## config.mk

```make
export PLATFORM = sky130hd
export DESIGN_NAME = mem_arbiter_n_flat
export DESIGN_NICKNAME = d
export VERILOG_FILES = /design/src/rtl/mem_arbiter_n_if.sv /design/src/rtl/mem_arbiter_n.sv /design/src/flat_wrapper.sv
export SDC_FILE = /design/constraint.sdc
export NUM_CORES = 1
export LEC_CHECK = 0
export BUFFER_PORTS_ARGS = -buffer_cell sky130_fd_sc_hd__buf_2
export CAP_MARGIN = 15
export CORE_AREA = 2 2 104 106
export CTS_CLUSTER_DIAMETER = 200
export CTS_CLUSTER_SIZE = 24
export DETAILED_ROUTE_END_ITERATION = 8
export DIE_AREA = 0 0 106 108
export PLACE_DENSITY = 0.72
export SLEW_MARGIN = 40
export SYNTH_ARGS = -nofsm -noshare
export SYNTH_HDL_FRONTEND = slang
export SYNTH_SLANG_ARGS = --single-unit
```

## constraint.sdc

```tcl
create_clock -name clk -period 2.5 [get_ports clk]
set_input_delay 0.625 -clock clk [delete_from_list [all_inputs] [get_ports clk]]
set_output_delay 0.625 -clock clk [all_outputs]
set_load 0.03 [all_outputs]
```

## src/rtl/mem_arbiter_n_if.sv

```systemverilog
// rtl/mem_arbiter_n_if.sv - requester and memory bus bundle for mem_arbiter_n
interface mem_arbiter_n_if #(
  parameter int NUM_CH = 2,
  parameter int ADDR_W = 32,
  parameter int DATA_W = 32
);
  logic [NUM_CH-1:0]        ch_re;
  logic [NUM_CH-1:0]        ch_wr;
  logic [NUM_CH*ADDR_W-1:0] ch_addr;
  logic [NUM_CH*DATA_W-1:0] ch_wdata;
  logic [DATA_W-1:0]        ch_rdata;
  logic [NUM_CH-1:0]        ch_ready;
  logic [NUM_CH-1:0]        ch_err;
  logic [NUM_CH-1:0]        ogrant;
  logic [ADDR_W-1:0]        mem_addr;
  logic [DATA_W-1:0]        data_in;
  logic [DATA_W-1:0]        data_out;
  logic                     omem_re;
  logic                     omem_wr;
  logic                     mem_ready;

  // Arbiter side: consumes channel requests, drives the memory pins
  modport master (
    input  ch_re, ch_wr, ch_addr, ch_wdata, data_out, mem_ready,
    output ch_rdata, ch_ready, ch_err, ogrant, mem_addr, data_in, omem_re, omem_wr
  );

  // Requester and memory side
  modport slave (
    output ch_re, ch_wr, ch_addr, ch_wdata, data_out, mem_ready,
    input  ch_rdata, ch_ready, ch_err, ogrant, mem_addr, data_in, omem_re, omem_wr
  );
endinterface

```

## src/rtl/mem_arbiter_n.sv

```systemverilog
// rtl/mem_arbiter_n.sv - N-channel memory port arbiter, fixed-priority or round-robin, optional timeout
module mem_arbiter_n #(
  parameter int NUM_CH  = 2,
  parameter int ADDR_W  = 32,
  parameter int DATA_W  = 32,
  parameter int RR_MODE = 0,
  parameter int TIMEOUT = 0
) (
  input  logic            clk,
  input  logic            rst,
  mem_arbiter_n_if.master bus
);

  localparam int IW = (NUM_CH > 1) ? $clog2(NUM_CH) : 1;
  // Counter value seen in BUSY cycle number TIMEOUT (counter is cycle-1)
  localparam logic [15:0] TO_LAST = (TIMEOUT == 0) ? 16'd0 : 16'(TIMEOUT - 1);

  typedef enum logic {IDLE, BUSY} state_t;

  state_t              state;
  logic [NUM_CH-1:0]   req;
  logic [IW-1:0]       last;
  logic [IW-1:0]       win;
  logic [IW-1:0]       cand;
  logic                found;
  logic [ADDR_W-1:0]   sel_addr;
  logic [DATA_W-1:0]   sel_wdata;
  logic                sel_wr;
  logic [15:0]         cnt;
  logic                timeout_hit;
  logic                done;

  assign req = bus.ch_re | bus.ch_wr;

  // Winner search: from index 0 in fixed mode, from last+1 (wrapping) in round-robin
  always_comb begin
    win   = '0;
    cand  = '0;
    found = 1'b0;
    for (int k = 0; k < NUM_CH; k++) begin
      if (RR_MODE != 0) cand = IW'((int'(last) + k + 1) % NUM_CH);
      else              cand = IW'(k);
      if (!found && req[cand]) begin
        found = 1'b1;
        win   = cand;
      end
    end
  end

  // Route the winning channel's address, data and operation; write beats read
  always_comb begin
    sel_addr  = '0;
    sel_wdata = '0;
    sel_wr    = 1'b0;
    for (int i = 0; i < NUM_CH; i++) begin
      if (win == IW'(i)) begin
        sel_addr  = bus.ch_addr[i*ADDR_W +: ADDR_W];
        sel_wdata = bus.ch_wdata[i*DATA_W +: DATA_W];
        sel_wr    = bus.ch_wr[i];
      end
    end
  end

  assign timeout_hit = (TIMEOUT != 0) && (state == BUSY) && !bus.mem_ready && (cnt == TO_LAST);
  assign done        = (state == BUSY) && (bus.mem_ready || timeout_hit);

  // Completion strobes go straight to the granted channel in the finishing cycle
  assign bus.ch_ready = done ? bus.ogrant : '0;
  assign bus.ch_err   = timeout_hit ? bus.ogrant : '0;
  assign bus.ch_rdata = bus.data_out;

  // IDLE/BUSY control with registered memory-side outputs
  always_ff @(posedge clk or posedge rst) begin
    if (rst) begin
      state        <= IDLE;
      bus.omem_re  <= 1'b0;
      bus.omem_wr  <= 1'b0;
      bus.mem_addr <= '0;
      bus.data_in  <= '0;
      bus.ogrant   <= '0;
      cnt          <= '0;
      last         <= IW'(NUM_CH - 1);
    end else begin
      case (state)
        IDLE: begin
          if (found) begin
            state        <= BUSY;
            bus.ogrant   <= NUM_CH'(1) << win;
            bus.mem_addr <= sel_addr;
            bus.data_in  <= sel_wdata;
            bus.omem_wr  <= sel_wr;
            bus.omem_re  <= !sel_wr;
            cnt          <= '0;
            last         <= win;
          end
        end
        BUSY: begin
          if (done) begin
            state       <= IDLE;
            bus.omem_re <= 1'b0;
            bus.omem_wr <= 1'b0;
            bus.ogrant  <= '0;
          end else begin
            cnt <= cnt + 16'd1;
          end
        end
        default: state <= IDLE;
      endcase
    end
  end

endmodule

```

## src/flat_wrapper.sv

```systemverilog
// flat-port wrapper written by rule: the top's interface ports become plain ports
module mem_arbiter_n_flat 
#(
  parameter int NUM_CH  = 2,
  parameter int ADDR_W  = 32,
  parameter int DATA_W  = 32,
  parameter int RR_MODE = 0,
  parameter int TIMEOUT = 0
)
  (clk, rst, bus_ch_re, bus_ch_wr, bus_ch_addr, bus_ch_wdata, bus_data_out, bus_mem_ready, bus_ch_rdata, bus_ch_ready, bus_ch_err, bus_ogrant, bus_mem_addr, bus_data_in, bus_omem_re, bus_omem_wr);
  mem_arbiter_n_if #(.NUM_CH(NUM_CH), .ADDR_W(ADDR_W), .DATA_W(DATA_W)) bus_i ();
  input  logic clk;
  input  logic rst;
  input wire logic [$bits(bus_i.ch_re)-1:0] bus_ch_re;
  input wire logic [$bits(bus_i.ch_wr)-1:0] bus_ch_wr;
  input wire logic [$bits(bus_i.ch_addr)-1:0] bus_ch_addr;
  input wire logic [$bits(bus_i.ch_wdata)-1:0] bus_ch_wdata;
  input wire logic [$bits(bus_i.data_out)-1:0] bus_data_out;
  input wire logic [$bits(bus_i.mem_ready)-1:0] bus_mem_ready;
  output wire logic [$bits(bus_i.ch_rdata)-1:0] bus_ch_rdata;
  output wire logic [$bits(bus_i.ch_ready)-1:0] bus_ch_ready;
  output wire logic [$bits(bus_i.ch_err)-1:0] bus_ch_err;
  output wire logic [$bits(bus_i.ogrant)-1:0] bus_ogrant;
  output wire logic [$bits(bus_i.mem_addr)-1:0] bus_mem_addr;
  output wire logic [$bits(bus_i.data_in)-1:0] bus_data_in;
  output wire logic [$bits(bus_i.omem_re)-1:0] bus_omem_re;
  output wire logic [$bits(bus_i.omem_wr)-1:0] bus_omem_wr;
  assign bus_i.ch_re = bus_ch_re;
  assign bus_i.ch_wr = bus_ch_wr;
  assign bus_i.ch_addr = bus_ch_addr;
  assign bus_i.ch_wdata = bus_ch_wdata;
  assign bus_i.data_out = bus_data_out;
  assign bus_i.mem_ready = bus_mem_ready;
  assign bus_ch_rdata = bus_i.ch_rdata;
  assign bus_ch_ready = bus_i.ch_ready;
  assign bus_ch_err = bus_i.ch_err;
  assign bus_ogrant = bus_i.ogrant;
  assign bus_mem_addr = bus_i.mem_addr;
  assign bus_data_in = bus_i.data_in;
  assign bus_omem_re = bus_i.omem_re;
  assign bus_omem_wr = bus_i.omem_wr;
  mem_arbiter_n #(.NUM_CH(NUM_CH), .ADDR_W(ADDR_W), .DATA_W(DATA_W), .RR_MODE(RR_MODE), .TIMEOUT(TIMEOUT)) u_core (.clk(clk), .rst(rst), .bus(bus_i));
endmodule
```

### After elaboration in Yosys (flattened, before gate mapping)

Cells that the tools add are included.

| operators by class | value |
|---|---|
| equality and inequality tests | 2 |
| shifts and indexed selects | 1 |
| muxes and demuxes | 18 |
| bitwise operators | 2 |
| reduce and logical (&&, ||, !) cells | 6 |

Operators with widths:

| cell | number |
|---|---|
| 32-bit 2-to-1 mux | 2 |
| 1-bit 2-to-1 mux | 9 |
| 2-bit 2-to-1 mux | 3 |
| 1-bit case mux with 2 select lines | 3 |
| 2-bit case mux with 2 select lines | 1 |
| 2-bit AND reduction | 2 |
| 1-bit logical AND | 2 |
| 1-bit logical NOT | 2 |
| 2-bit by 1-bit != test with 1-bit output (second input constant) | 1 |
| 2-bit != test (second input constant) | 1 |
| 2-bit OR | 1 |
| 1-bit by 1-bit << shifter with 2-bit output (first input constant) | 1 |
| 1-bit inverter | 1 |

| word-level totals | value |
|---|---|
| register bits | 69 |
| input bits | 167 |
| output and inout bits | 104 |

### Depth between registers and ports, before layout

| depth | value |
|---|---|
| depth in word-level cells | 9 |
| depth in mapped cells | 5 |
| mapped depth without buffers | 3 |

### Worst setup path before layout

No wires, ideal clock.

| timing path | value |
|---|---|
| path type | input port to flip-flop |
| start point | input bus_ch_wr[1] |
| end point | register u_core.bus.data_in[0] |
| library setup time | 123 ps |
| data arrival time | 1464 ps |
| data required time | 2377 ps |
| slack | 913 ps |
| stages | 5 |
| buffers on the path | 2 |
| cell sequence | nor4_4 nor2_2 buf_6 buf_6 o221a_1 |

| between the ends | value |
|---|---|
| cells in the longest elaborated chain, start to end | 4 |

RTL lines:

| item | line | RTL |
|---|---|---|
| from (decl) | flat_wrapper.sv:15 | `input wire logic [$bits(bus_i.ch_wr)-1:0] bus_ch_wr;` |
| 2-bit OR (*) | mem_arbiter_n.sv:33 | `assign req = bus.ch_re \| bus.ch_wr;` |
| 1-bit logical AND (*) | mem_arbiter_n.sv:43 | `if (!found && req[cand]) begin` |
| 1-bit 2-to-1 mux | mem_arbiter_n.sv:43 |  |
| 32-bit 2-to-1 mux / 2-bit AND reduction (equally long branches) | - |  |
| to (signal assigned) | mem_arbiter_n.sv:90 | `bus.data_in <= sel_wdata;` |
| to (decl) | mem_arbiter_n_if.sv:25 | `output ch_rdata, ch_ready, ch_err, ogrant, mem_addr, data_in, omem_re, omem_wr` |

Mark *: on every way between the ends. The rest lies on a longest branch, timed or not.
A chain may end at the register's enable or synchronous reset.

### Final worst setup path

| timing path | value |
|---|---|
| start point | register u_core.state |
| end point | output bus_ch_ready[0] |

| between the ends | value |
|---|---|
| cells in the longest elaborated chain, start to end | 2 |

RTL lines:

| item | line | RTL |
|---|---|---|
| from (decl) | mem_arbiter_n.sv:20 | `state_t state;` |
| from (signal assigned) | mem_arbiter_n.sv:75 | `state <= IDLE;` |
| from (signal assigned) | mem_arbiter_n.sv:87 | `state <= BUSY;` |
| from (signal assigned) | mem_arbiter_n.sv:99 | `state <= IDLE;` |
| 1-bit logical AND | mem_arbiter_n.sv:65 | `assign done = (state == BUSY) && (bus.mem_ready \|\| timeout_hit);` |
| 2-bit 2-to-1 mux | mem_arbiter_n.sv:68 | `assign bus.ch_ready = done ? bus.ogrant : '0;` |
| to (decl) | flat_wrapper.sv:21 | `output wire logic [$bits(bus_i.ch_ready)-1:0] bus_ch_ready;` |

Every way passes these cells.

==> impl_metrics.yaml <==
status:
  status: "complete, no violations"
timing:
  rsz0062_at_grt: "false"
  period_needed_ns: 1.99
  hold_viol_final: 0
  setup_ws_ns: 0.510
  report.final.slew_viol_count: 0
  fmax_ghz: 0.503
  finalSetupViolCount: 0
  skew_ns: 0.0113
  hold_ws_ns: 0.353
  fin_crit_sh: 0.796
  tightest_slew_ns: 0.578
  tns_ns: 0
  slew_headroom: 0.614
critical_path:
  crit_path_top_delay_cell: "dfrtp_1"
  startpoint_type: "flop"
  arrival_ns: 1.36
  cp_data_required_time_ns: 1.88
  reg2reg_slack_ns: 0.78
  critical-path-max-stage-delay_ns: 0.60
  reg2regPathDepth: 4
  critPathCaptureType: "primary output"
  path_cells: "and3_1, buf_2"
  path_class: "reg -> out"
  cp_max_fo: 11
logic_synthesis:
  syn_inst: 278
  yosys_warnings: 0
  synth_area_mm2: 0.00341
  ys_seq_elements: 69
  syn_area_per_cell_um2: 12.3
  synth.distinct_cells: 26
  yosysSeqAreaShare: 0.507
routing:
  vias_per_cell: 4.86
  drc: 0
  ant_nets: 0
  vias: 2854
  drt_iter0_drc: 166
  routed_wl_um: 9600
  first_pass_iters: 4
  avgRoutedWirePerCell_um: 16.3
clocking:
  tritoncts: "yes"
  holdBufCountCts: 0
  clkTransAtPathRegs_ns: 0.08
  clock_sinks: 69
  cts-root-buf: "clkbuf_8"
  htree_levels: 3
  cts.repair.resized: 0
  clk_path_buf_depth: 2
  cts_setup_buffers: 0
  clock_latency_ns: 0.35
  cts_made_buffers: 9
worst_hold_path:
  hold_path_class: "in -> async"
global_route:
  grt_max_degree: 70
  busiest_layer: "met2"
  overflow: 0
  met3_usage: 0.0549
  grt_antenna_before_repair: 0
  grt_pass1_vias: 3051
  grt_pass1_wl_um: 14900
  met1_usage: 0.196
  track_usage: 0.165
  met2_usage: 0.282
power_and_ir_drop:
  p_leak_nw: 2.07
  ir_drop_uv: 299
  power_density_mw_per_mm2: 784
  power_w: 0.00357
floorplan:
  dieWidth_um: 106
  io_pins: 271
  chipHeight_um: 108
  fp-row-count: 37
  die-area_mm2: 0.0114
  floorplan.initialDensity: 0.333
  core_area_mm2: 0.0102
cells_and_area:
  antenna_cells: 0
  fin_nets: 613
  fin_util: 0.445
  synthToLayoutAreaGrowth_pct: 33.6
  final_layout_size_suffix_gt1_frac: 0.678
  layout_common_cells: "204 x buf_2, 69 x dfrtp_1, 65 x or2_2"
  final_common_cell: "buf_2"
place:
  place.gp.congestion: 0.761
  hpwl_um: 6940
  io_buffers: 204
  dpl_worst_slack_ns: 0.333
run:
  cap_violations: 0
synth_stat cells:
cell type	number	area, µm²
conb_1	1	3.75
a211oi_1	1	7.51
nand3b_1	1	7.51
buf_6	6	67.6
buf_4	34	255
o21bai_2	1	11.3
o221a_2	10	113
nor2_2	1	6.26
mux2i_1	1	10.0
nand2_2	1	6.26
o21a_1	1	7.51
inv_1	1	3.75
and3_1	2	12.5
o221a_1	54	608
or2_2	65	407
nand2_1	4	15.0
buf_2	7	35.0
clkbuf_1	7	26.3
nor4_4	1	21.3
nor3_2	1	10.0
nand3_1	1	5.00
a21boi_0	1	7.51
o21ai_0	3	15.0
dfrtp_1	69	1730
nor2b_1	2	12.5
nor2_1	2	7.51
state kept, by name, indices dropped and copies added, names as in the netlist:
signal               cells
u_core.bus.data_in      32
u_core.bus.mem_addr     32
u_core.bus.ogrant        2
u_core.bus.omem_re       1
u_core.bus.omem_wr       1
u_core.state             1
report_power, final:
part           internal [W]  switching (W)
clock network      0.000614       0.000431
registers           0.00131       0.000116
logic              0.000423       0.000676
cell families (layout without fill, tap and decap cells):
family                 Yosys count  in the layout  share of synthesized area
AO/OA/AOI/OAI                   71             71                      0.226
buffers and inverters           55            227                      0.114
flip-flops                      69             69                      0.507
multiplexers                     1              1                    0.00294
other                            1              2                    0.00110
AND/OR/NAND/NOR                 81             81                      0.150
stage by stage:
step | area (µm²) | std cells
detailed placement | 4300 | 570
finish | 4550 | 587
global route | 4550 | 587
floorplan | 3410 | 279
CTS | 4530 | 586
global placement | 4290 | 569
cell type report:
cell class	count	area [µm²]
Fill cell	999	5680
Sequential cell	69	1730
Multi-Input combinational cell	155	1310
Timing Repair Buffer	210	1120
Tap cell	136	170
Clock buffer	12	155
Clock inverter	4	70.1
Inverter	1	3.75
critical path: cells and delay by family, from the launching register on:
kind          cells  cell delay [ns]
flops             1             0.60
simple gates      1             0.22
buf+inv           1             0.19
per-layer routing:
metal,up-vias,share of wire
li1,1330,-
met3,16,0.076
met2,139,0.50
met5,-,0
met1,1369,0.41
met4,0,0.017
worst paths after layout:
check / startpoint / endpoint
min: rst / u_core.bus.mem_addr[0]
max in group asynchronous: rst / u_core.bus.mem_addr[19]
max reg2reg: u_core.state / u_core.bus.data_in[28]
min reg2reg: u_core.bus.omem_re / u_core.bus.omem_re
min in group clk: bus_mem_ready / u_core.state
max: u_core.state / bus_ch_ready[0]
Note: power is estimated with default switching activity, not from simulation.
